File: src/rtl/strober_shift.sv
// Periodic strobe (d high once every PERIOD clocks) shifted into a WIDTH-bit SIPO register.
// Optional advance enable input 'en' is added when STROBER_SHIFT_ENABLE_EN is defined.
module strober_shift #(
   parameter int WIDTH  = 6,
   parameter int PERIOD = 6
) (
   input  logic             clk,
   input  logic             rst_n,
`ifdef STROBER_SHIFT_ENABLE_EN
   input  logic             en,
`endif
   output logic             d,
   output logic [WIDTH-1:0] q
);

   localparam int CW = (PERIOD > 1) ? $clog2(PERIOD) : 1;
   localparam logic [CW-1:0] CNT_LAST = CW'(PERIOD - 1);

   logic [CW-1:0]    cnt_q, cnt_d;
   logic [WIDTH-1:0] shift_q, shift_d;
   logic             adv;

`ifdef STROBER_SHIFT_ENABLE_EN
   assign adv = en;
`else
   assign adv = 1'b1;
`endif

   // Strobe decodes straight from the counter flop, so it only moves at clock edges.
   assign d = (cnt_q == '0);
   assign q = shift_q;

   always_comb begin
      cnt_d   = cnt_q;
      shift_d = shift_q;
      if (adv) begin
         cnt_d   = (cnt_q == CNT_LAST) ? '0 : cnt_q + CW'(1);
         shift_d = {shift_q[WIDTH-2:0], d};
      end
   end

   always_ff @(posedge clk or negedge rst_n) begin
      if (!rst_n) begin
         cnt_q   <= '0;
         shift_q <= '0;
      end else begin
         cnt_q   <= cnt_d;
         shift_q <= shift_d;
      end
   end

endmodule

File: config.mk
export PLATFORM = sky130hd
export DESIGN_NAME = strober_shift
export DESIGN_NICKNAME = d
export VERILOG_FILES = /design/src/rtl/strober_shift.sv
export SDC_FILE = /design/constraint.sdc
export NUM_CORES = 1
export LEC_CHECK = 0
export ABC_CLOCK_PERIOD_IN_PS = 2000
export BUFFER_PORTS_ARGS = -buffer_cell sky130_fd_sc_hd__clkbuf_2
export CAP_MARGIN = 10
export CORE_AREA = 2 2 39 41
export CTS_CLUSTER_SIZE = 12
export DETAILED_ROUTE_END_ITERATION = 10
export DIE_AREA = 0 0 41 43
export GPL_TIMING_DRIVEN = 1
export PLACE_DENSITY = 0.37
export SLEW_MARGIN = 15
export SYNTH_ARGS = -nofsm -noshare
export SYNTH_HDL_FRONTEND = slang
export SYNTH_SLANG_ARGS = --single-unit
export TNS_END_PERCENT = 100
File: constraint.sdc
create_clock -name clk -period 2 [get_ports clk]
set_input_delay 0.2 -clock clk [delete_from_list [all_inputs] [get_ports clk]]
set_output_delay 0.2 -clock clk [all_outputs]
set_load 0.005 [all_outputs]
## Yosys cells after proc, flatten, opt, wreduce, memory -nomap -nowiden

Index checks and enable logic that the tools add are counted.

| cells by class | value |
|---|---|
| add/subtract/negate cells | 1 |
| equality and inequality tests | 1 |
| mux-type cells | 1 |
| reductions and logical operators | 1 |

Operators with widths:

| operator | count |
|---|---|
| $add A3 B1 Y3 const B | 1 |
| $eq A3 B3 Y1 const B | 1 |
| $logic_not A3 Y1 | 1 |
| $mux W3 | 1 |

| storage, ports and cells | value |
|---|---|
| input bits | 2 |
| word-level logic and storage cells | 6 |
| output and inout port bits | 7 |
| register bits | 9 |

## Logic depth before layout (Yosys ltp)

Gate-level depths: netlist of the first run.

| logic depth | value |
|---|---|
| word-level depth | 2 |
| gate-level depth with buffers | 2 |
| mapped depth without buffers | 2 |

## Least setup slack after synthesis of the first run

No wires, ideal clock.

| timing | value |
|---|---|
| path type | register to output |
| from | reg cnt_q[0] |
| to | out d |
| setup slack | 1.168 ns |
| path buffers | 0 |
| cell stages (with the launch flop) | 2 |
| data required time | 1.800 ns |
| arrival | 0.632 ns |
| cell sequence | dfrtp_1 -> nor3_1 |

| on the way | value |
|---|---|
| word-level cells in the longest chain between the ends | 1 |

RTL lines:

| what | line | text |
|---|---|---|
| start, declared | 19 | `logic [CW-1:0] cnt_q, cnt_d;` |
| start signal, assigned | 47 | `cnt_q <= cnt_d;` |
| $logic_not A3 Y1 | 30 | `assign d = (cnt_q == '0);` |
| end, declared | 12 | `output logic d,` |

Every way passes these cells.

## Worst setup path in the final report of the first run

Ends and elaborated chain as after synthesis.

==> run_results.csv, run 1 <==
group,metric,value,unit
cells_and_area,fin_area,361.6,sq um
pwr,powerDensity,883.3,nW/um^2
pwr,irDropWorstVdd,0.0002210,V
critical_path,crit_chain,"nor3_1, clkbuf_2",
die,num_rows,14,
clock_network,cts.sinks,9,
logic_synthesis,yosysSeqAreaShare,0.8491,
route,met3WireLength,59,um
clock_network,ctsLongestPathBuffers,2,
timing,tightest_slew,0.2883,ns
run_status,status,"finished clean",
die,die_h,43,um
route,final_antenna_net_count,0,
route,viasPerCell,3.622,
clock_network,ctsResizeCount,0,
critical_path,endpoint_kind,"primary output",
critical_path,cp.required,1.80,ns
clock_network,htreeDepth,1,
placed_design,placed_cells,40,
route,vias,163,
timing,timing.fmax,0.7552,GHz
critical_path,slowest_stage,"dfrtp_1",
die,coreArea,1384,sq um
logic_synthesis,yosysTopAreaCellShare,0.8491,
worst_hold_path,hold_path.class,"in2async",
die,dieArea,1763,sq um
placed_design,placed_area,325.3,sq um
global_route,grt_use_total,0.07114,
cells_and_area,drive_gt1_frac,0.3793,
global_route,grt_pass1_wl,745,um
critical_path,cp-start-kind,"flop",
logic_synthesis,mappedNetlistArea,265.3,sq um
clock_network,cts_buffers,3,
timing,finalSetupTns,0,ns
timing,finClkSkew,0.0001883,ns
logic_synthesis,ys_types,6,
critical_path,r2r_cells,1,
timing,setup_slack,0.6759,ns
route,met2_length,195,um
timing,finalSetupViolations,0,
global_route,antenna_found_initial,0,
timing,finalCritPeriodShare,0.6620,
cells_and_area,instances_no_fill,45,
timing,relSlewSlack,0.8063,
pwr,power.leakage,0.2039,nW
route,route.detailed.drc,0,
timing,rsz0062_at_grt,"false",
placed_design,pre_cts_ws,0.9647,ns
critical_path,cp_slowest_stage_delay,0.41,ns
critical_path,regToRegEndpoint,"q[0]",
critical_path,r2r_slack,1.18,ns
clock_network,tritoncts,"yes",
cells_and_area,nNetsFinal,32,
placed_design,io_buffers,8,
cells_and_area,n_antenna_cell,0,
timing,finalHoldViolCount,0,
clock_network,cts-root-buf,"clkbuf_4",
route,drt-initial-drc-count,1,
logic_synthesis,synth_top_area_cell,"dfrtp_1",
clock_network,clkLatencyLatePin,0.25,ns
die,start_util,0.1917,
clock_network,cts_hold_buf,1,
pwr,p_total,0.3194,mW
timing,finalCriticalPeriod,1.324,ns
run,drv_cap,0,
logic_synthesis,ys_ff_latch,9,
clock_network,cts_setup_buffers,0,
logic_synthesis,yosys_warnings,0,
global_route,grt_pass1_vias,168,
logic_synthesis,syn_nets,18,
route,highest_layer,"met3",
global_route,gr-total-overflow,0,
route,drt-pass1-iter-count,4,
die,chipWidth,41,um
clock_network,clk_pin_slew,0.06,ns
route,routed_wl,462,um
global_route,grt_max_degree,10,
critical_path,critPathArrivalTime,1.12,ns
critical_path,cp_max_fo,5,
placed_design,place.gp.congestion,0.5966,
logic_synthesis,synthTopCellsByArea,"dfrtp_1, nand2b_1, mux2i_1",
cells_and_area,synthToLayoutAreaGrowth,36.32,%
critical_path,worstReg2RegStart,"cnt_q[0]",
critical_path,crit_type,"reg2out",
timing,finalMaxSlewViolations,0,
route,wl_per_cell,10.27,um
logic_synthesis,syn_area_per_cell,16.58,sq um
route,wl_met1,208,um
die,io_pins,9,
logic_synthesis,synthCells,16,
-- placed cells by master (no fill, tap or decap) --
cell type	instances
o21ai_1	1
clkbuf_2	8
nand2b_1	2
clkbuf_4	3
inv_1	2
mux2i_1	1
dfrtp_1	9
nor3_1	1
dlygate4sd3_1	1
clkbuf_1	1
-- how the worst max path moves through the flow --
stage	start	end	slack (ns)	cells after the start
final	cnt_q[0]	d	0.68	2
after global placement	cnt_q[0]	d	1.0	2
after detailed placement	cnt_q[0]	d	0.96	2
after global routing	cnt_q[0]	d	0.56	2
after CTS	cnt_q[0]	d	0.68	2
after floorplan	cnt_q[0]	d	1.17	1
-- power by group --
part	leakage (nW)	total, mW	internal (mW)	switching (mW)
Combinational	0.0712	0.00538	0.00196	0.00342
Sequential	0.118	0.182	0.182	0
Clock	0.0150	0.132	0.0764	0.0555
Total	0.204	0.319	0.260	0.0589
-- critical path, delay by kind of cell (launching register included) --
| family | cells | cell delay (ns) |
|---|---|---|
| and+or+nand+nor | 1 | 0.29 |
| DFF | 1 | 0.41 |
| buffers and inverters | 1 | 0.17 |
-- kinds of logic after synthesis --
| kind of cell | after synthesis | share of synthesized area |
|---|---|---|
| AO/OA/AOI/OAI | 1 | 0.01885 |
| flip-flops | 9 | 0.8491 |
| buffers and inverters | 2 | 0.02831 |
| multiplexers | 1 | 0.03774 |
| AND/OR/NAND/NOR | 3 | 0.06601 |
-- state kept, by name, summed over array words and instances, names as in the netlist --
signal  flops
q           6
cnt_q       3
-- layer usage --
metal,up-vias,track usage
met3,0,0.04712
met2,11,0.08750
met5,-,0
met4,0,0.06000
li1,76,-
met1,76,0.08027
-- metrics by stage --
| step | hold slack, ns | util |
|---|---|---|
| floorplan | -0.09559 | - |
| global placement | 0.05456 | 0.2351 |
| detailed placement | 0.06101 | 0.2351 |
| CTS | 0.3328 | 0.2613 |
| global route | 0.3515 | 0.2613 |
| finish | 0.3320 | 0.2613 |
-- layout make-up --
cell class / instances / area, sq um
Multi-Input combinational cell: 5 / 32.53
Clock buffer: 4 / 26.28
Timing Repair Buffer: 9 / 50.05
Fill cell: 140 / 1022
Inverter: 2 / 7.507
Sequential cell: 9 / 225.2
Tap cell: 16 / 20.02
-- synthesized netlist by cell type, drive strengths merged --
cell type,instances
nand2b,2
nor3,1
dfrtp,9
mux2i,1
inv,2
o21ai,1
Power figures use the tool's default switching activity.
==> run 2, diff against run 1 <==
- ABC_CLOCK_PERIOD_IN_PS: 2000 -> 1100
- PLACE_DENSITY: 0.37 -> 0.38
- clock period: 2 -> 1.1 ns (I/O delays scaled with it)
==> run 2 against run 1 <==
Against the previous run: the run now ends with setup timing left; global-route usage grew 0.28 points; die area is the same; routed wire length grew 8.0%; clock power grew 91%; total power grew 86%; register-to-register slack lost 1.0 ns; critical path type unchanged; critical endpoint unchanged; largest cell class unchanged.
==> run_results.csv, run 2 (synthesis results as in run 1) <==
group,metric,value,unit
placed_design,io_buffers,8,
timing,timing.fmax,0.9054,GHz
timing,finalCritPeriodShare,1.004,
critical_path,crit_type,"reg2out",
cells_and_area,largest_register_ffs,6,
timing,whs,0.2389,ns
timing,rsz0062_at_grt,"true",
clock_network,clk_pin_slew,0.06,ns
die,start_util,0.1917,
placed_design,placed_cells,40,
timing,finalMaxSlewViolations,0,
pwr,powerDensity,1494,nW/um^2
pwr,p_sw_frac,0.2001,
die,coreArea,1384,sq um
pwr,power.internal,0.4741,mW
route,routed_wl,499,um
cells_and_area,synthToLayoutAreaGrowth,49.53,%
timing,finalSetupViolations,1,
route,viasPerCell,3.755,
cells_and_area,fin_area,396.6,sq um
critical_path,cp.required,0.99,ns
critical_path,critPathArrivalTime,0.99,ns
critical_path,endpoint_kind,"primary output",
clock_network,clkLatencyLatePin,0.25,ns
critical_path,slowest_stage,"dfrtp_1",
run_status,violations,"setup timing",
global_route,grt_use_total,0.07396,
clock_network,ctsLongestPathBuffers,2,
run_status,status,"finished, violations left",
placed_design,placed_area,325.3,sq um
run,drv_cap,0,
clock_network,htreeDepth,1,
cells_and_area,fill_cells,148,
route,drt-initial-drc-count,2,
global_route,grt_max_degree,10,
pwr,p_total,0.5927,mW
route,wl_per_cell,10.18,um
clock_network,cts-root-buf,"clkbuf_4",
timing,relSlewSlack,0.8557,
timing,finalCriticalPeriod,1.104,ns
pwr,power_frac_comb,0.017,
route,final_antenna_net_count,0,
critical_path,critPathTopFamily,"flip-flops",
clock_network,cts_buffers,3,
global_route,gr-total-overflow,0,
route,route.detailed.drc,0,
pwr,clockPowerShare,0.425,
timing,setup_slack,-0.004468,ns
die,io_pins,9,
critical_path,crit_chain,"nor3_2, buf_2",
clock_network,tritoncts,"yes",
pwr,irDropWorstVdd,0.0006364,V
critical_path,path_buf_inv,1,
die,dieArea,1763,sq um
timing,tightest_slew,0.2164,ns
die,chipWidth,41,um
global_route,grt_pass1_wl,786,um
cells_and_area,n_antenna_cell,0,
critical_path,cp_max_fo,2,
cells_and_area,layout_commonest_cell,"dfrtp_1",
timing,finClkSkew,0.0002872,ns
route,drt-pass1-iter-count,4,
route,vias,184,
placed_design,pre_cts_ws,0.1586,ns
clock_network,cts.sinks,9,
die,num_rows,14,
cells_and_area,drive_gt1_frac,0.4848,
critical_path,cp_slowest_stage_delay,0.39,ns
die,die_h,43,um
cells_and_area,nNetsFinal,36,
cells_and_area,layout_common_cells,"dfrtp_1, clkbuf_2, buf_4",
worst_hold_path,hold_path.class,"in2async",
cells_and_area,instances_no_fill,49,
critical_path,cp-start-kind,"flop",
placed_design,place.gp.congestion,0.6132,
pwr,switching_power,0.1186,mW
placed_design,dpl.hpwl,342.5,um
pwr,power.leakage,0.2267,nW
pwr,pwr-share-seq,0.558,
timing,finalHoldViolCount,0,
global_route,grt_pass1_vias,200,
global_route,antenna_found_initial,0,
## run 2: changes by cell type in the layout (fill, tap and decap cells not counted), sizes merged
cell | previous run | this run
buf | 0 | 5
clkbuf | 12 | 11
## run 2: cell type report
class                   count  area (sq um)  share of cell area
well taps                  16         20.02             0.05047
multi-input cells           5         37.54             0.09464
repair buffers             13         80.08              0.2019
clock buffers               4         26.28             0.06625
inverters                   2         7.507             0.01893
flip-flops and latches      9         225.2              0.5678
## run 2: what timing repair did
action	CTS	global route
pin swaps	1	1
gates cloned	0	0
hold buffers	1	0
gates resized for setup	1	1
setup buffers	5	0
endpoints found under the hold margin	9	0
setup endpoints to repair	1	2
## run 2: power by group through the flow
stage               sequential [mW]  clock, mW  combinational [mW]
finish                        0.331      0.252             0.00989
global route                  0.331      0.280              0.0125
CTS                           0.331      0.264              0.0107
detailed placement            0.337          0             0.00769
global placement              0.337          0             0.00708
floorplan                     0.337          0        0.0000000314
## run 2: final timing paths
kind | endpoint | slack [ns] | depth (start not counted) | from
min in group clk | q[2] | 0.38 | 0 | q[1]
setup / recovery | d | -0.004 | 2 | cnt_q[1]
hold / removal | q[5] | 0.24 | 2 | rst_n
setup reg to reg | q[0] | 0.14 | 4 | cnt_q[1]
hold reg to reg | q[2] | 0.38 | 0 | q[1]
max in group asynchronous | cnt_q[0] | 0.68 | 2 | rst_n
## run 2: metal layers
metal / GRT usage / wire [um] / vias up
li1: - / - / 82
met5: 0 / 0 / -
met2: 0.1094 / 246 / 11
met3: 0.07853 / 51 / 0
met4: 0.02000 / 0 / 0
met1: 0.06623 / 202 / 91
## run 2: stage by stage
step / utilization / setup TNS (ns)
after floorplan: - / 0
after global placement: 0.2351 / 0
after detailed placement: 0.2351 / 0
after CTS: 0.2920 / -0.02118
after global routing: 0.2866 / -0.07663
final: 0.2866 / -0.004468
==> run 3, diff against run 2 <==
- ABC_AREA: not set -> 1
- TNS_END_PERCENT: 100 -> 20
==> run 3 against run 2 <==
Against the previous run: the run still ends with setup timing left; sequential cell count unchanged; largest power group unchanged; highest routed layer unchanged; worst setup slack worse by 0.040 ns; maximum frequency down 3.5%; clock power down 2%; sequential power about the same; clock-buffer cell count unchanged.
==> run_results.csv, run 3 <==
group,metric,value,unit
critical_path,crit_path_start,"cnt_q[2]",
cells_and_area,n_antenna_cell,0,
clock_network,ctsLongestPathBuffers,2,
cells_and_area,regArea,226.5,sq um
route,met3WireLength,44,um
pwr,irDropWorstVdd,0.0004216,V
critical_path,worstReg2RegStart,"cnt_q[2]",
critical_path,cp.required,0.99,ns
cells_and_area,drive_gt1_frac,0.4872,
cells_and_area,layout_common_cells,"dfrtp_1, clkbuf_2, nand2_1",
timing,finClkSkew,0.001055,ns
route,route.detailed.drc,0,
run,drv_cap,0,
route,routed_wl,606,um
global_route,grt_pass1_vias,246,
cells_and_area,fin_util,0.3128,
cells_and_area,fill_cells,156,
die,num_rows,14,
timing,timing.fmax,0.8734,GHz
route,met2_length,324,um
timing,tightest_slew,0.2202,ns
logic_synthesis,synth.most_common_cell,"dfrtp_1",
die,die_h,43,um
logic_synthesis,synth_edf_count,0,
clock_network,clkLatencyLatePin,0.25,ns
critical_path,cp_max_fo,2,
route,highest_layer,"met3",
worst_hold_path,hold_path.class,"in2async",
critical_path,r2r_cells,5,
route,vias,208,
global_route,gr-total-overflow,0,
pwr,powerDensity,1359,nW/um^2
timing,finalHoldViolCount,0,
route,viasPerCell,3.782,
die,start_util,0.1935,
pwr,p_sw_frac,0.1944,
clock_network,tritoncts,"yes",
timing,finalCritPeriodShare,1.041,
critical_path,crit_type,"reg2out",
route,drt-pass1-iter-count,2,
cells_and_area,nNetsFinal,42,
timing,finalMaxSlewViolations,0,
run_status,status,"finished, violations left",
logic_synthesis,yosysSeqAreaShare,0.8411,
die,coreArea,1384,sq um
run_status,violations,"setup timing",
route,wl_met1,237,um
logic_synthesis,synth_top_area_cell,"dfrtp_1",
logic_synthesis,ys_ff_latch,9,
logic_synthesis,yosysTopAreaCellShare,0.8411,
clock_network,clk_pin_slew,0.06,ns
route,wl_per_cell,11.02,um
placed_design,pre_cts_ws,0.1294,ns
logic_synthesis,synthTopCellsByArea,"dfrtp_1, nand2_1, inv_1",
placed_design,placed_cells,44,
timing,rsz0062_at_grt,"true",
cells_and_area,largest_register_ffs,6,
logic_synthesis,ys_types,5,
timing,setup_slack,-0.04490,ns
pwr,clockPowerShare,0.420,
critical_path,endpoint_kind,"primary output",
timing,finalSetupTns,-0.04490,ns
global_route,grt_use_total,0.1007,
global_route,antenna_found_initial,0,
logic_synthesis,synthFlopType,"dfrtp_1",
clock_network,cts.sinks,9,
logic_synthesis,mappedNetlistArea,267.8,sq um
critical_path,cp-start-kind,"flop",
pwr,power.internal,0.4739,mW
cells_and_area,multi_input_area,42.54,sq um
route,drt-initial-drc-count,5,
critical_path,critPathArrivalTime,1.03,ns
die,io_pins,9,
global_route,grt_pass1_wl,1104,um
route,final_antenna_net_count,0,
global_route,grt_max_degree,10,
cells_and_area,synthToLayoutAreaGrowth,61.68,%
timing,finalCriticalPeriod,1.145,ns
placed_design,place.gp.congestion,0.5841,
clock_network,htreeDepth,1,
die,chipWidth,41,um
timing,relSlewSlack,0.8532,
logic_synthesis,synth_commonest_cells,"dfrtp_1, nand2_1, inv_1",
logic_synthesis,syn_area_per_cell,13.39,sq um
pwr,pwr-share-seq,0.563,
timing,finalSetupViolations,1,
logic_synthesis,synth_async_sr_flop_share,1.000,
pwr,switching_power,0.1144,mW
clock_network,cts_buffers,3,
die,dieArea,1763,sq um
pwr,power.leakage,0.2519,nW
cells_and_area,instances_no_fill,55,
logic_synthesis,yosys_warnings,0,
logic_synthesis,syn_nets,22,
placed_design,io_buffers,8,
placed_design,dpl.hpwl,390,um
logic_synthesis,synthCells,20,
pwr,power_frac_comb,0.017,
clock_network,cts-root-buf,"clkbuf_4",
## run 3: cell count changes in the layout (fill, tap and decap cells not counted), moves of 2 or more
cell      change
nand2b_1      -2
nand2_1       +5
buf_6         +3
nor2_1        +2
## run 3: metal layers
| metal | vias up | track usage |
|---|---|---|
| met1 | 103 | 0.1074 |
| li1 | 97 | - |
| met2 | 8 | 0.1438 |
| met4 | 0 | 0.1000 |
| met3 | 0 | 0.03141 |
| met5 | - | 0 |
## run 3: cell type report
| class | instances | share of cell area |
|---|---|---|
| timing repair buffer | 15 | 0.2457 |
| inverter | 3 | 0.02601 |
| clock buffer | 4 | 0.06069 |
| multi-input combinational | 8 | 0.09827 |
| sequential | 9 | 0.5231 |
| tap | 16 | 0.04624 |
## run 3: kinds of logic after synthesis
kind of cell,count (synthesis),share of synthesized area
AND/OR/NAND/NOR,8,0.1168
flip-flops,9,0.8411
buffers and inverters,3,0.04205
## run 3: power by group through the flow
stage          clock network, mW  registers (mW)    logic (mW)
2_1_floorplan                  0           0.337  0.0000000436
4_1_cts                    0.263           0.331        0.0110
6_report                   0.247           0.331        0.0101
3_3_place_gp                   0           0.337       0.00732
5_1_grt                    0.285           0.331        0.0120
3_5_place_dp                   0           0.337       0.00803
## run 3: path summary, 6_finish.rpt
kind | endpoint | slack, ns
setup / recovery | d | -0.04
hold / removal | q[5] | 0.25
setup reg to reg | q[0] | 0.03
hold reg to reg | q[1] | 0.38
max in group asynchronous | cnt_q[0] | 0.65
min in group clk | q[1] | 0.38
## run 3: metrics by stage
step	hold slack, ns	instance area, sq um	power [mW]
floorplan	-0.1856	267.8	0.3372
global placement	-0.03168	327.8	0.3444
detailed placement	-0.02116	327.8	0.3451
CTS	0.2521	414.1	0.6053
global route	0.2609	432.9	0.6274
finish	0.2492	432.9	0.5883
## run 3: critical path: stages, from the launching register on
cell      delay [ns]
dfrtp_1         0.41
nor3_4          0.23
clkbuf_2        0.14
## run 3: what timing repair did
action | CTS | global route
setup endpoints to repair | 1 | 2
buffers inserted | 6 | 0
pin swaps | 1 | 1
hold buffers | 1 | 0
resized for setup | 1 | 5
hold endpoints to repair | 9 | 0
